### config.mk
export PLATFORM = sky130hd
export DESIGN_NAME = bcd_counter_display
export DESIGN_NICKNAME = d
export VERILOG_FILES = /design/src/rtl/bcd_counter_display_pkg.sv /design/src/rtl/bcd_digit.sv /design/src/rtl/bcd_counter_display.sv
export SDC_FILE = /design/constraint.sdc
export NUM_CORES = 1
export LEC_CHECK = 0
export ABC_CLOCK_PERIOD_IN_PS = 3950
export CAP_MARGIN = 10
export CORE_MARGIN = 4
export CORE_UTILIZATION = 45
export CTS_CLUSTER_SIZE = 25
export DETAILED_ROUTE_END_ITERATION = 10
export PLACE_DENSITY_LB_ADDON = 0.25
export SLEW_MARGIN = 15
export SYNTH_ARGS = -nofsm -noshare
export SYNTH_HDL_FRONTEND = slang
export SYNTH_SLANG_ARGS = --single-unit
### constraint.sdc
create_clock -name clk -period 3.95 [get_ports clk]
set_clock_uncertainty 0.05 [all_clocks]
set_input_delay 0.9875 -clock clk [delete_from_list [all_inputs] [get_ports clk]]
set_output_delay 0.9875 -clock clk [all_outputs]
set_load 0.005 [all_outputs]
### src/rtl/bcd_counter_display_pkg.sv
// Shared definitions for the BCD counter/display slice: active-low segment
// encodings, a counter-width helper and the BCD-to-segment decoder.
package bcd_counter_display_pkg;

   typedef logic [6:0] seg_t;

   // Segment order {a,b,c,d,e,f,g}; a 0 lights the segment on a common-anode display.
   localparam seg_t SEG_0     = 7'b0000001;
   localparam seg_t SEG_1     = 7'b1001111;
   localparam seg_t SEG_2     = 7'b0010010;
   localparam seg_t SEG_3     = 7'b0000110;
   localparam seg_t SEG_4     = 7'b1001100;
   localparam seg_t SEG_5     = 7'b0100100;
   localparam seg_t SEG_6     = 7'b0100000;
   localparam seg_t SEG_7     = 7'b0001111;
   localparam seg_t SEG_8     = 7'b0000000;
   localparam seg_t SEG_9     = 7'b0000100;
   localparam seg_t SEG_BLANK = 7'h7F;

   // Bits needed to hold 0..n-1, never less than one bit.
   function automatic int cntWidth(input int n);
      return (n <= 2) ? 1 : $clog2(n);
   endfunction

   function automatic seg_t segDecode(input logic [3:0] d);
      seg_t s;
      s = SEG_BLANK;
      case (d)
         4'd0: s = SEG_0;
         4'd1: s = SEG_1;
         4'd2: s = SEG_2;
         4'd3: s = SEG_3;
         4'd4: s = SEG_4;
         4'd5: s = SEG_5;
         4'd6: s = SEG_6;
         4'd7: s = SEG_7;
         4'd8: s = SEG_8;
         4'd9: s = SEG_9;
         default: s = SEG_BLANK;
      endcase
      return s;
   endfunction

endpackage

### src/rtl/bcd_digit.sv
// One BCD decade: steps up or down on request, loads a sanitised value and
// reports a combinational carry/borrow so a chain ripples in a single cycle.
module bcd_digit
   import bcd_counter_display_pkg::*;
(
   input  logic       clk,
   input  logic       rst,
   input  logic       step,
   input  logic       up_dn,
   input  logic       load,
   input  logic [3:0] ld_val,
   output logic [3:0] q,
   output logic       co
);

   logic [3:0] r_q;

   always_ff @(posedge clk or negedge rst) begin
      if (!rst) begin
         r_q <= 4'd0;
      end else if (load) begin
         r_q <= (ld_val > 4'd9) ? 4'd0 : ld_val;
      end else if (step) begin
         if (up_dn) begin
            r_q <= (r_q == 4'd9) ? 4'd0 : r_q + 4'd1;
         end else begin
            r_q <= (r_q == 4'd0) ? 4'd9 : r_q - 4'd1;
         end
      end
   end

   assign q  = r_q;
   assign co = step && (up_dn ? (r_q == 4'd9) : (r_q == 4'd0));

endmodule

### src/rtl/bcd_counter_display.sv
// N-digit BCD up/down counter with tick prescaler, wrap pulse and a
// multiplexed common-anode 7-segment driver with optional leading-zero blanking.
module bcd_counter_display
   import bcd_counter_display_pkg::*;
#(
   parameter int DIGITS   = 4,
   parameter int TICK_DIV = 100_000_000,
   parameter int SCAN_DIV = 100_000,
   parameter int BLANK_LZ = 0
)
(
   input  logic                  clk,
   input  logic                  rst,
   input  logic                  en,
   input  logic                  up_dn,
   input  logic                  load,
   input  logic [4*DIGITS-1:0]   load_val,
   output logic [4*DIGITS-1:0]   count_bcd,
   output logic                  wrap,
   output logic [6:0]            LED_out,
   output logic [DIGITS-1:0]     LED_anode
);

   localparam int TICK_W = cntWidth(TICK_DIV);
   localparam int SCAN_W = cntWidth(SCAN_DIV);
   localparam int IDX_W  = cntWidth(DIGITS);

   logic [TICK_W-1:0] r_tickCnt;
   logic [SCAN_W-1:0] r_scanCnt;
   logic [IDX_W-1:0]  r_scanIdx;
   logic              r_wrap;
   logic [6:0]        r_ledOut;
   logic [DIGITS-1:0] r_anode;

   logic              w_tick;
   logic              w_scanEnd;
   logic [DIGITS:0]   w_carry;
   logic [3:0]        w_digit [DIGITS];
   logic [3:0]        w_selDigit;
   logic              w_selBlank;
   logic              w_zeroAbove;
   logic [DIGITS-1:0] w_anodeNext;

   assign w_tick     = (r_tickCnt == TICK_W'(TICK_DIV - 1));
   assign w_scanEnd  = (r_scanCnt == SCAN_W'(SCAN_DIV - 1));
   assign w_carry[0] = w_tick && en && !load;

   // Load restarts the tick period so a freshly loaded value is shown for a full tick.
   always_ff @(posedge clk or negedge rst) begin
      if (!rst) begin
         r_tickCnt <= '0;
      end else if (load || w_tick) begin
         r_tickCnt <= '0;
      end else begin
         r_tickCnt <= r_tickCnt + TICK_W'(1);
      end
   end

   for (genvar i = 0; i < DIGITS; i++) begin : g_digit
      bcd_digit u_digit (
         .clk    (clk),
         .rst    (rst),
         .step   (w_carry[i]),
         .up_dn  (up_dn),
         .load   (load),
         .ld_val (load_val[4*i +: 4]),
         .q      (w_digit[i]),
         .co     (w_carry[i+1])
      );
      assign count_bcd[4*i +: 4] = w_digit[i];
   end

   // A carry out of the top digit means the whole counter rolled over.
   always_ff @(posedge clk or negedge rst) begin
      if (!rst) begin
         r_wrap <= 1'b0;
      end else begin
         r_wrap <= !load && w_carry[DIGITS];
      end
   end

   always_ff @(posedge clk or negedge rst) begin
      if (!rst) begin
         r_scanCnt <= '0;
         r_scanIdx <= '0;
      end else if (w_scanEnd) begin
         r_scanCnt <= '0;
         r_scanIdx <= (r_scanIdx == IDX_W'(DIGITS - 1)) ? '0 : r_scanIdx + IDX_W'(1);
      end else begin
         r_scanCnt <= r_scanCnt + SCAN_W'(1);
      end
   end

   // Walk from the top digit down so w_zeroAbove covers the addressed digit and all above it.
   always_comb begin
      w_selDigit  = 4'd0;
      w_selBlank  = 1'b0;
      w_anodeNext = '1;
      w_zeroAbove = 1'b1;
      for (int i = DIGITS - 1; i >= 0; i--) begin
         w_zeroAbove = w_zeroAbove && (w_digit[i] == 4'd0);
         if (r_scanIdx == IDX_W'(i)) begin
            w_selDigit     = w_digit[i];
            w_selBlank     = (BLANK_LZ != 0) && (i != 0) && w_zeroAbove;
            w_anodeNext[i] = 1'b0;
         end
      end
   end

   always_ff @(posedge clk or negedge rst) begin
      if (!rst) begin
         r_ledOut <= SEG_BLANK;
         r_anode  <= '1;
      end else begin
         r_ledOut <= w_selBlank ? SEG_BLANK : segDecode(w_selDigit);
         r_anode  <= w_anodeNext;
      end
   end

   assign wrap      = r_wrap;
   assign LED_out   = r_ledOut;
   assign LED_anode = r_anode;

endmodule
==> results of run 1 <==
==> cell usage after synthesis, types with 2 or more instances <==
cell       count  area share (%)
mux2_2         7             1.8
nand3b_1       5            0.84
nand3_1       25             2.8
nor4_1        10             1.4
and2_1         4            0.56
o31a_1         2            0.39
dfrtp_1       63              35
nor3_1        13             1.5
a22oi_1        2            0.34
a2bb2oi_1      5            0.98
xor2_1        16             3.1
buf_1          2            0.17
inv_1         23             1.9
or3_1          7            0.98
nand2_1       35             2.9
and3_1        10             1.4
a21oi_1       16             1.8
a21boi_0       3            0.50
nor4b_1        2            0.39
nand4b_1       3            0.59
o21a_1         2            0.34
nor2_1        54             4.5
or4_1          4            0.67
a221oi_1       3            0.59
o22ai_1        7            0.98
o32ai_1        4            0.78
and4_1         2            0.39
or2_2          3            0.42
dfstp_2       11             6.5
o21ai_0       23             2.6
o31ai_1        4            0.67
nor2b_1        5            0.70
clkbuf_1      29             2.4
a221o_1        2            0.45
a2111oi_0      2            0.39
nand2b_1       3            0.42
nand4_1       11             1.5
xnor2_1       31             6.1
mux2i_1       10             2.2
ha_1          12             3.4
a31o_2         3            0.59
==> worst max-delay path, cell delays in order <==
cell	delay, ns
clkdlybuf4s50_1	0.52
buf_4	0.25
nor3_1	0.18
o21ai_0	0.12
a2111oi_0	0.68
a31oi_1	0.30
mux2_2	0.33
==> power by group through the flow <==
stage	combinational, mW	clock [mW]	sequential (mW)
after floorplan	0.197	0	0.833
after global placement	0.287	0	0.875
after detailed placement	0.292	0	0.876
after CTS	0.294	0.697	0.861
after global routing	0.323	0.735	0.872
final	0.289	0.680	0.862
==> routing by layer <==
metal / vias to the layer above / part of all wire [%] / GRT usage [%]
met5: - / 0 / 0
li1: 1817 / - / -
met2: 78 / 50 / 30.4
met3: 11 / 4.7 / 3.12
met1: 1821 / 44 / 22.5
met4: 0 / 1.6 / 6.40
==> logic make-up after synthesis <==
logic type | synth area share [%]
AND/OR/NAND/NOR | 22.9
AO/OA/AOI/OAI | 13.5
flip-flops | 41.8
buffers and inverters | 4.90
XOR/XNOR | 9.22
multiplexers | 4.34
adder cells (fa/ha/maj) | 3.36
==> layout by cell type, fill, tap and decap left out, drive strengths merged, types with 4 or more instances in the layout <==
cell / n
dfrtp: 63
nor2: 54
clkdlybuf4s50: 47
nand2: 35
xnor2: 31
nand3: 25
inv: 24
o21ai: 23
a21oi: 16
xor2: 16
nor3: 14
clkbuf: 13
ha: 12
dfstp: 11
nand4: 11
mux2i: 10
nor4: 10
and3: 10
mux2: 8
o22ai: 8
buf: 8
or3: 7
nand3b: 5
nor2b: 5
a2bb2oi: 5
o31ai: 5
and2: 5
or4: 4
o32ai: 4
==> state kept, by name, summed over array words and instances, names as in the netlist <==
| name | cells |
|---|---|
| g_digit.u_digit.q | 16 |
| r_tickCnt | 27 |
| r_scanCnt | 17 |
| LED_anode | 4 |
| LED_out | 7 |
| r_scanIdx | 2 |
| wrap | 1 |
==> worst max path at each step <==
stage / start / to / slack [ns] / depth (start not counted)
2_1_floorplan: up_dn / g_digit[1].u_digit.q[2] / 1.06 / 6
3_3_place_gp: up_dn / g_digit[3].u_digit.q[3] / 0.50 / 7
3_5_place_dp: up_dn / g_digit[3].u_digit.q[3] / 0.45 / 7
4_1_cts: up_dn / g_digit[3].u_digit.q[2] / 0.80 / 7
5_1_grt: up_dn / g_digit[3].u_digit.q[2] / 0.50 / 7
6_report: up_dn / g_digit[3].u_digit.q[2] / 0.76 / 7
==> layout make-up <==
cell class	count	area (sq um)
Clock buffer	13	224
Clock inverter	3	18.8
Fill cell	895	4450
Inverter	23	86.3
Multi-Input combinational cell	365	2380
Sequential cell	74	1870
Tap cell	133	166
Timing Repair Buffer	55	541
==> run metrics, run 1 <==
status finished, final reports clean; max_slew headroom 43.8%; post-DP HPWL 6710 um; crit end category register; WL/cell 14.3 um; crit path time final 3.19 ns; routed via count 3727; Rows 36; worst skew pair latency 0.35 ns; die extent in x 108 um; grt ovf 0; clock tree from TritonCTS done; Final Power 1.83 mW; CP startpoint kind primary input; Comb pwr share 15.8%; Buffers on Ports 48; hold path start r_scanCnt[0]; total net switching power 0.490 mW; DRC 0; Pint 1.34 mW; FF-to-FF path depth 5; Post-synth ARST share 100%; global-route wire length before repair 16500 um; Hold Path Sink r_scanCnt[0]; fin nets 561; syn avg cell area 9.02 sq um; placed cell area 5040 sq um; Reg clk slew, reported paths 0.08 ns; placed insts 650; IO Pins 49; CP Max Fanout 18; Antenna Nets Post-Route 0; Clock Path Buffers 2; post-synthesis instance area 4470 sq um; ANT cells 0; final WL 9540 um; largest net degree at the start of global routing 40; worst hold path type reg -> reg; share of layout cells above drive strength 1 9.94%; clock net sink count 74; CTS Buf Count 9; worst-case vdd ir drop 230 uV; RSZ-0062 raised after global routing false; Max-cap violations 0; Slew Viols, Final 0; Worst EP required 4.14 ns; vias in the first global route 3490; Pwr per Cell Area 347 nW/um^2; CP Class in -> reg; H-tree depth 3; sequential share of power 47.1%; Final Hold Vio Count 0; area grow syn2layout 18.3%; DIE HEIGHT 108 um; Worst Tran Pin Value 0.842 ns; Peak Freq 313 MHz; Synth Register Bits 74; GPL Wtd Cong 0.826; top_reg_cell synth dfrtp_1; Seq/Total Area, Yosys 41.8%; post-CTS setup buffers 0; Initial Utilization 45.9%; R2R Path End g_digit[1].u_digit.q[2]; final hold slack 0.437 ns; switching part of the total 26.7%; Distinct cells, synth 58; fin util 54.3%; pre-CTS setup slack 0.452 ns; die area 11600 sq um; Initial DRT Pass Iterations 6; number of flops mapped to enable cells by yosys 0; GRT Util Overall 17.8%; Reg-to-Reg Start r_tickCnt[17]; CTS Root Cell clkbuf_8; Ys Warns 0; Worst Hold Path Cells 1; Mapped Cells 495; initial antenna violation count 0; post-cts sizing count 0; Syn Nets 528; Post-CTS Hold Buffers 0; # setup viols final 0; clock power share 37.1%; LEAKAGE 2.12 nW; drt initial violations 189; final instance area 5280 sq um; setup TNS 0 ns; flop-to-flop setup slack 1.12 ns; fin cells 666; Crit path arrival time 3.38 ns; core area 9730 sq um; Worst Setup Slack, final 0.758 ns; routed vias/inst 5.60; final cycle utilization of the critical path 80.8%
No activity file was read; power rests on OpenSTA's default activity.
==> inputs of run 2 (changes only) <==
Settings changed: ABC_CLOCK_PERIOD_IN_PS 3950 to 2600.
Clock period 3.95 ns to 2.6 ns, I/O delays scaled along.
==> run 2 against run 1 <==
Effect of this change: worst hold slack got worse by 0.083 ns; clock-buffer cell count grew 2; sequential power up 51%; register-to-register slack worse by 1.1 ns; non-clock buffer count rose by 26; largest cell class unchanged.
==> run metrics, run 2 (synthesized netlist as in run 1, its figures left out) <==
status finished, final reports clean; Worst Tran Pin Value 0.839 ns; GRT Util Overall 18.6%; clock net sink count 74; core area 9730 sq um; largest net degree at the start of global routing 35; ANT cells 0; final cycle utilization of the critical path 97.7%; Clock Path Buffers 2; Final Hold Vio Count 0; Slew Viols, Final 0; Initial Utilization 45.9%; fin nets 587; RSZ-0062 raised after global routing false; vias in the first global route 3729; crit path time final 2.54 ns; Slowest-stage cell, CP or4b_4; CP startpoint kind register; commonest non-fill, non-tap cell in the layout dfrtp_1; Antenna Nets Post-Route 0; # setup viols final 0; routed vias/inst 5.47; worst skew pair latency 0.35 ns; final instance area 5510 sq um; WP buf/inv 0; CP top delay family simple AND/OR/NAND/NOR gates; IO Pins 49; wl on met1 4490 um; DRC 0; initial antenna violation count 0; Met2 Wirelength 5030 um; cells along the critical path or4_4 > or4_4 > or4b_4 > mux2_4 > o22ai_2; top layer in use met4; CTS Buf Count 9; area grow syn2layout 23.4%; placed insts 676; Worst EP required 2.83 ns; Max-cap violations 0; global-route wire length before repair 17400 um; DIE HEIGHT 108 um; die area 11600 sq um; Reg-to-Reg Start r_tickCnt[25]; worst hold path type in -> async; fin cells 692; grt ovf 0; CP Class reg -> reg; Reg clk slew, reported paths 0.08 ns; crit end category register; routed via count 3782; die extent in x 108 um; R2R Path End g_digit[1].u_digit.q[2]; Met3 Routed Length 365 um; CTS Root Cell clkbuf_8; CP Launch Point r_tickCnt[25]; Final Power 2.76 mW; FF-to-FF path depth 5; placed cell area 5250 sq um; setup TNS 0 ns; WL/cell 14.5 um; share of layout cells above drive strength 1 14.8%; CP Max Fanout 5; critical path depth 5; Rows 36; Crit path arrival time 2.77 ns; Peak Freq 394 MHz; drt initial violations 131; most flop-heavy register r_tickCnt; GPL Wtd Cong 0.800; Pwr per Cell Area 502 nW/um^2; max_slew headroom 44.0%; fin util 56.7%; max reg flops 27; cell mode on critical path or4_4; post-DP HPWL 7210 um; LEAKAGE 2.25 nW; H-tree depth 3; clock tree from TritonCTS done; most frequent cells in the layout dfrtp_1 (63), nor2_1 (54), clkdlybuf4s50_1 (46); final WL 10000 um; Post-CTS Hold Buffers 0; worst-case vdd ir drop 237 uV; Initial DRT Pass Iterations 5; Slowest Stage Delay on Critical Path 0.56 ns; Buffers on Ports 48; flop-to-flop setup slack 0.06 ns
## run 2: cell count changes in the layout (fill, tap and decap cells not counted), sizes merged
cell,before,now
buf,8,34
clkdlybuf4s50,47,46
dlymetal6s2s,0,1
clkbuf,13,15
clkinv,2,0
## run 2: worst register-to-register path, stage by stage, from the launching register on
cell     delay [ns]
dfrtp_1        0.39
or4_4          0.54
or4_4          0.48
or4b_4         0.56
mux2_4         0.32
o22ai_2        0.13
## run 2: final cells by class
class                   count  area (sq um)
inverters                  23          86.3
clock buffers              15           220
flip-flops and latches     74          1870
fillers                   916          4220
repair buffers             81           751
well taps                 133           166
clock inverters             1          8.76
multi-input cells         365          2410
## run 2: report_power, final
group | switching (mW) | internal (mW) | leakage [nW]
logic | 0.216 | 0.274 | 1.18
registers | 0.0860 | 1.21 | 0.961
clock network | 0.426 | 0.552 | 0.116
## run 2: per-stage QoR
step	worst slack [ns]	hold slack [ns]
2_1_floorplan	0.0203	0.304
3_3_place_gp	-0.282	0.419
3_5_place_dp	-0.391	0.429
4_1_cts	0.0133	0.361
5_1_grt	0.0269	0.387
6_report	0.0599	0.354
## run 2: routing by layer
layer  track usage [%]  vias up
li1                  -     1869
met1              24.0     1841
met2              31.3       61
met3              4.02       11
met4              5.32        0
met5                 0        -
## run 2: worst max path at each step
stage / to
final: g_digit[1].u_digit.q[2]
after global routing: g_digit[1].u_digit.q[2]
after CTS: g_digit[2].u_digit.q[1]
after detailed placement: g_digit[2].u_digit.q[1]
after global placement: g_digit[1].u_digit.q[2]
after floorplan: g_digit[1].u_digit.q[2]
## run 2: what timing repair did
action | CTS | global route
setup buffers | 0 | 1
endpoints found under the setup margin | 2 | 9
resized for setup | 3 | 6
==> edit 1 (settings of run 1) <==
Make the reset (`rst`) synchronous in 5 clocked blocks.
--- a/src/rtl/bcd_digit.sv
+++ b/src/rtl/bcd_digit.sv
@@ -17,3 +17,3 @@
 
-   always_ff @(posedge clk or negedge rst) begin
+   always_ff @(posedge clk) begin
       if (!rst) begin
--- a/src/rtl/bcd_counter_display.sv
+++ b/src/rtl/bcd_counter_display.sv
@@ -48,3 +48,3 @@
    // Load restarts the tick period so a freshly loaded value is shown for a full tick.
-   always_ff @(posedge clk or negedge rst) begin
+   always_ff @(posedge clk) begin
       if (!rst) begin
@@ -73,3 +73,3 @@
    // A carry out of the top digit means the whole counter rolled over.
-   always_ff @(posedge clk or negedge rst) begin
+   always_ff @(posedge clk) begin
       if (!rst) begin
@@ -81,3 +81,3 @@
 
-   always_ff @(posedge clk or negedge rst) begin
+   always_ff @(posedge clk) begin
       if (!rst) begin
@@ -109,3 +109,3 @@
 
-   always_ff @(posedge clk or negedge rst) begin
+   always_ff @(posedge clk) begin
       if (!rst) begin
Formal check against the unedited RTL: differs if rst is asserted again (counterexample within 4 cycles, from zero or initial values and one cycle with rst low); with rst held inactive, the same outputs for 10 cycles.
==> edit 1 against run 1 <==
- global-route usage grew 0.89 points
- wire length is 5.5% higher
- power decreased by 4.2%
- die area decreased by 5.1%
- largest power group unchanged
- largest cell class unchanged
- first-iteration DRC count is 4.8% lower
- critical path depth unchanged
- worst setup slack gained 0.21 ns
- sequential power is 7.8% lower
- synthesized area fell by 5.5%
- sequential cell count did not move
- final area fell by 5.2%
==> edit 1: results (changes against run 1) <==
stage;metric;value;unit;change
cells_and_area;nets@finish;592;;was 561
detailed_routing;DR vias;3861;;was 3,727
cells_and_area;layout cell share with drive strength beyond 1;5.319;%;was 9.944%
synth;Top FF cell, synth;dfxtp_1;;was dfrtp_1
setup_path;critical path arrival;3.17;ns;was 3.38 ns
clock_network;Clock Tree Root;clkbuf_8;;unchanged
global_routing;largest net degree at the start of global routing;29;;was 40
global_routing;total track usage;18.65;%;was 17.77%
setup_path;CP max FO;28;;was 18
detailed_routing;DRT Pass-1 Iters;4;;was 6
hold_path;hold_sp;r_tickCnt[0];;was r_scanCnt[0]
placed_design;dpl hpwl;6987;µm;was 6714 µm
synth;most frequent cells after synthesis;dfxtp_1, nor2_1, clkbuf_1, nand2_1, o21ai_0;;was dfrtp_1, nor2_1, nand2_1, xnor2_1, clkbuf_1
setup_path;end of the critical path;g_digit[2].u_digit.q[1];;was g_digit[3].u_digit.q[2]
pwr;VDD IR max;0.1676;mV;was 0.2302 mV
global_routing;met3 Use GR;3.891;%;was 3.119%
setup_path;RR Endpoint;LED_out[3];;was g_digit[1].u_digit.q[2]
detailed_routing;total routed wirelength;10070;µm;was 9541 µm
synth;Post-synth ARST share;0;%;was 100.0%
run_status;outcome;complete, no violations;;unchanged
setup_path;FF-to-FF setup slack;1.52;ns;was 1.12 ns
global_routing;global routing met2 resource utilization;30.89;%;was 30.42%
clock_network;postcts setup bufs;0;;unchanged
hold_path;Hold Crit Class;reg -> reg;;unchanged
setup_path;Worst R2R Path Depth;9;;was 5
pwr;Lkg Pwr;1.758;nW;was 2.118 nW
setup_path;worst r2r src;r_scanIdx[0];;was r_tickCnt[17]
clock_network;Num CTS Buffers;9;;unchanged
synth;register area share after synthesis;35.09;%;was 41.76%
pwr;Sw Share;22.85;%;was 26.74%
placed_design;placed cell areas;4741;µm²;was 5041 µm²
sta;worst rel slew slack;59.70;%;was 43.85%
synth;syn nets;565;;was 528
detailed_routing;starting DRC count in detailed routing;180;;was 189
setup_path;crit-path leading delay family;buffers and inverters;;was compound AO/OA/AOI/OAI gates
setup_path;CP max stage delay;0.61;ns;was 0.68 ns
hold_path;Hold Path Sink;r_tickCnt[0];;was r_scanCnt[0]
synth;Netlist cell types;59;;was 58
placed_design;Routability Congestion;0.8426;;was 0.8259
global_routing;grt met1 use;24.51;%;was 22.49%
setup_path;slowest cell on the critical path;or4b_1;;was a2111oi_0
-- edit 1: power groups by stage --
stage | sequential [W] | clock [W] | combinational [W]
2_1_floorplan | 0.000793 | 0 | 0.000110
3_3_place_gp | 0.000811 | 0 | 0.000167
3_5_place_dp | 0.000812 | 0 | 0.000172
4_1_cts | 0.000795 | 0.000797 | 0.000173
5_1_grt | 0.000800 | 0.000830 | 0.000191
6_report | 0.000795 | 0.000786 | 0.000173
-- edit 1: logic make-up after synthesis --
kind of cell             after synthesis  synth area share (%)
adder cells (fa/ha/maj)               12                 3.557
AND/OR/NAND/NOR                      233                 29.13
AO/OA/AOI/OAI                        102                 15.98
buffers and inverters                 61                 5.572
XOR/XNOR                              42                 8.714
multiplexers                           8                 1.956
flip-flops                            74                 35.09
-- edit 1: routing by layer --
layer  part of all wire [%]  routed length, µm  vias up
met4                   0.94                 95        0
met2                     48               4786       89
li1                       -                  -     1948
met5                      0                  0        -
met1                     47               4771     1811
met3                    4.1                410       13
-- edit 1: final cells by class --
type	count	area [µm²]
Fill cell	881	4189
Multi-Input combinational cell	397	2505
Sequential cell	74	1481
Timing Repair Buffer	55	533.0
Clock buffer	11	141.4
Tap cell	111	138.9
Clock inverter	5	125.1
Inverter	22	82.58
-- edit 1: metrics by stage --
step	hold WS, ns	cells	util [%]	setup slack [ns]
global placement	0.3725	659	51.55	0.6951
finish	0.3930	675	54.45	0.9641
global route	0.4346	675	54.45	0.7669
detailed placement	0.3890	659	51.55	0.6445
CTS	0.3995	675	54.45	1.012
floorplan	0.3629	532	-	1.363
==> edit 2 (settings of run 1) <==
Without the edit above. `TICK_DIV`: 100_000_000 -> 25_000_000.
--- a/src/rtl/bcd_counter_display.sv
+++ b/src/rtl/bcd_counter_display.sv
@@ -6,3 +6,3 @@
    parameter int DIGITS   = 4,
-   parameter int TICK_DIV = 100_000_000,
+   parameter int TICK_DIV = 25_000_000,
    parameter int SCAN_DIV = 100_000,
Function: same outputs for any inputs over 10 cycles, from zero or initial values and one cycle with rst low; that may be too few to reach the edited logic, so the function may still have changed.
==> edit 2 against run 1 <==
- synthesized area down 0.76%
- hold slack worse by 0.036 ns
- fmax up 8.5%
- global-route usage down 0.10 points
- critical endpoint is now g_digit[3].u_digit.q[3]
- synthesized cell count down 0.61%
- sequential share of layout area down 0.58 points
- wire length up 0.73%
- non-clock buffer count unchanged
- sequential cell count down 2
- power down 2.2%
- final area down 1.1%
- clock power down 0.6%
- worst setup slack better by 0.25 ns
==> edit 2: results (changes against run 1) <==
stage;metric;value;unit;change
placed_design;Post-Place Cells;643;;was 650
detailed_routing;M1 WL;4337;µm;was 4216 µm
placed_design;placed cell areas;4996;µm²;was 5041 µm²
cells_and_area;sequential cell area;1815;µm²;was 1866 µm²
detailed_routing;met2 WL;4678;µm;was 4723 µm
global_routing;met3 Use GR;2.879;%;was 3.119%
sta;Slew @ Worst Pin;0.8276;ns;was 0.8423 ns
pwr;Internal Pwr Total;0.001321;W;was 0.001342 W
detailed_routing;WL per Instance;14.58;µm;was 14.33 µm
clock_network;postcts setup bufs;0;;unchanged
cells_and_area;FILL cells;825;;was 895
sta;Tmin final;2.941;ns;was 3.192 ns
clock_network;Clock Path Buffers;2;;unchanged
run_status;outcome;complete, no violations;;unchanged
detailed_routing;DRT Pass-1 Iters;4;;was 6
setup_path;critical path arrival;3.12;ns;was 3.38 ns
detailed_routing;Top Layer Used;met4;;unchanged
placed_design;dpl hpwl;6685;µm;was 6714 µm
cells_and_area;layout cell share with drive strength beyond 1;9.811;%;was 9.944%
sta;final hold slack;0.4014;ns;was 0.4371 ns
detailed_routing;total routed wirelength;9611;µm;was 9541 µm
global_routing;first-pass GRT wire length;16510;µm;was 16,490 µm
global_routing;grt met1 use;23.46;%;was 22.49%
global_routing;vias in the first global route;3452;;was 3,490
detailed_routing;Via density;5.571;;was 5.596
detailed_routing;starting DRC count in detailed routing;150;;was 189
cells_and_area;nets@finish;558;;was 561
setup_path;CP max stage delay;0.79;ns;was 0.68 ns
setup_path;FF-to-FF setup slack;1.46;ns;was 1.12 ns
synth;syn nets;525;;was 528
global_routing;global routing met2 resource utilization;29.00;%;was 30.42%
synth;Avg Synthesized Cell Area;9.010;µm²;was 9.024 µm²
pwr;Lkg Pwr;2.088;nW;was 2.118 nW
synth;Netlist cell types;61;;was 58
setup_path;crit-path leading delay family;buffers and inverters;;was compound AO/OA/AOI/OAI gates
synth;register area share after synthesis;40.95;%;was 41.76%
global_routing;total track usage;17.66;%;was 17.77%
synth;top-area cell type share of the netlist area;34.43;%;was 35.29%
global_routing;largest net degree at the start of global routing;38;;was 40
synth;most frequent cells after synthesis;dfrtp_1, nor2_1, clkbuf_1, xnor2_1, nand2_1;;was dfrtp_1, nor2_1, nand2_1, xnor2_1, clkbuf_1
pwr;VDD IR max;0.1803;mV;was 0.2302 mV
placed_design;Routability Congestion;0.8506;;was 0.8259
placed_design;worst slack, placed;0.6501;ns;was 0.4518 ns
detailed_routing;wire length on met3;416;µm;was 451 µm
setup_path;CP max FO;15;;was 18
setup_path;slowest cell on the critical path;clkdlybuf4s50_1;;was a2111oi_0
cells_and_area;max reg flops;25;;was 27
synth;synth top area cells;dfrtp_1, dfstp_2, xnor2_1;;unchanged
edit 2: cell types whose count changed after synthesis, sizes merged, moves of 3 or more:
cell	change
or3	-4
mux2i	-3
nand3	+3
nor2	+3
o31ai	-3
nand2	-7
edit 2: final cells by class:
type / instances / area share (%)
Multi-Input combinational cell: 366 / 46.15
Sequential cell: 72 / 34.73
Timing Repair Buffer: 55 / 10.10
Tap cell: 129 / 3.088
Clock buffer: 12 / 2.968
Inverter: 21 / 1.508
Clock inverter: 4 / 1.460
edit 2: power groups by stage:
stage	clock, W	combinational (W)	sequential, W
2_1_floorplan	0	0.000193	0.000808
6_report	0.000676	0.000280	0.000836
3_5_place_dp	0	0.000282	0.000849
5_1_grt	0.000725	0.000310	0.000844
3_3_place_gp	0	0.000277	0.000848
4_1_cts	0.000696	0.000284	0.000835
edit 2: cell families (layout without fill, tap and decap cells):
logic type | Yosys count | in the layout | synth area share [%]
AND/OR/NAND/NOR | 203 | 203 | 24.33
XOR/XNOR | 44 | 44 | 8.693
AO/OA/AOI/OAI | 92 | 92 | 14.14
multiplexers | 15 | 15 | 3.867
flip-flops | 72 | 72 | 40.95
adder cells (fa/ha/maj) | 12 | 12 | 3.387
buffers and inverters | 54 | 92 | 4.629
edit 2: final timing paths:
| kind | startpoint | endpoint | depth (start not counted) |
|---|---|---|---|
| min in group asynchronous | rst | wrap | 2 |
| worst min-delay path | r_tickCnt[0] | r_tickCnt[0] | 1 |
| worst max register to register | r_tickCnt[0] | g_digit[1].u_digit.q[2] | 6 |
| max in group asynchronous | rst | LED_out[5] | 2 |
| worst max-delay path | up_dn | g_digit[3].u_digit.q[3] | 6 |
| worst min register to register | r_tickCnt[0] | r_tickCnt[0] | 1 |
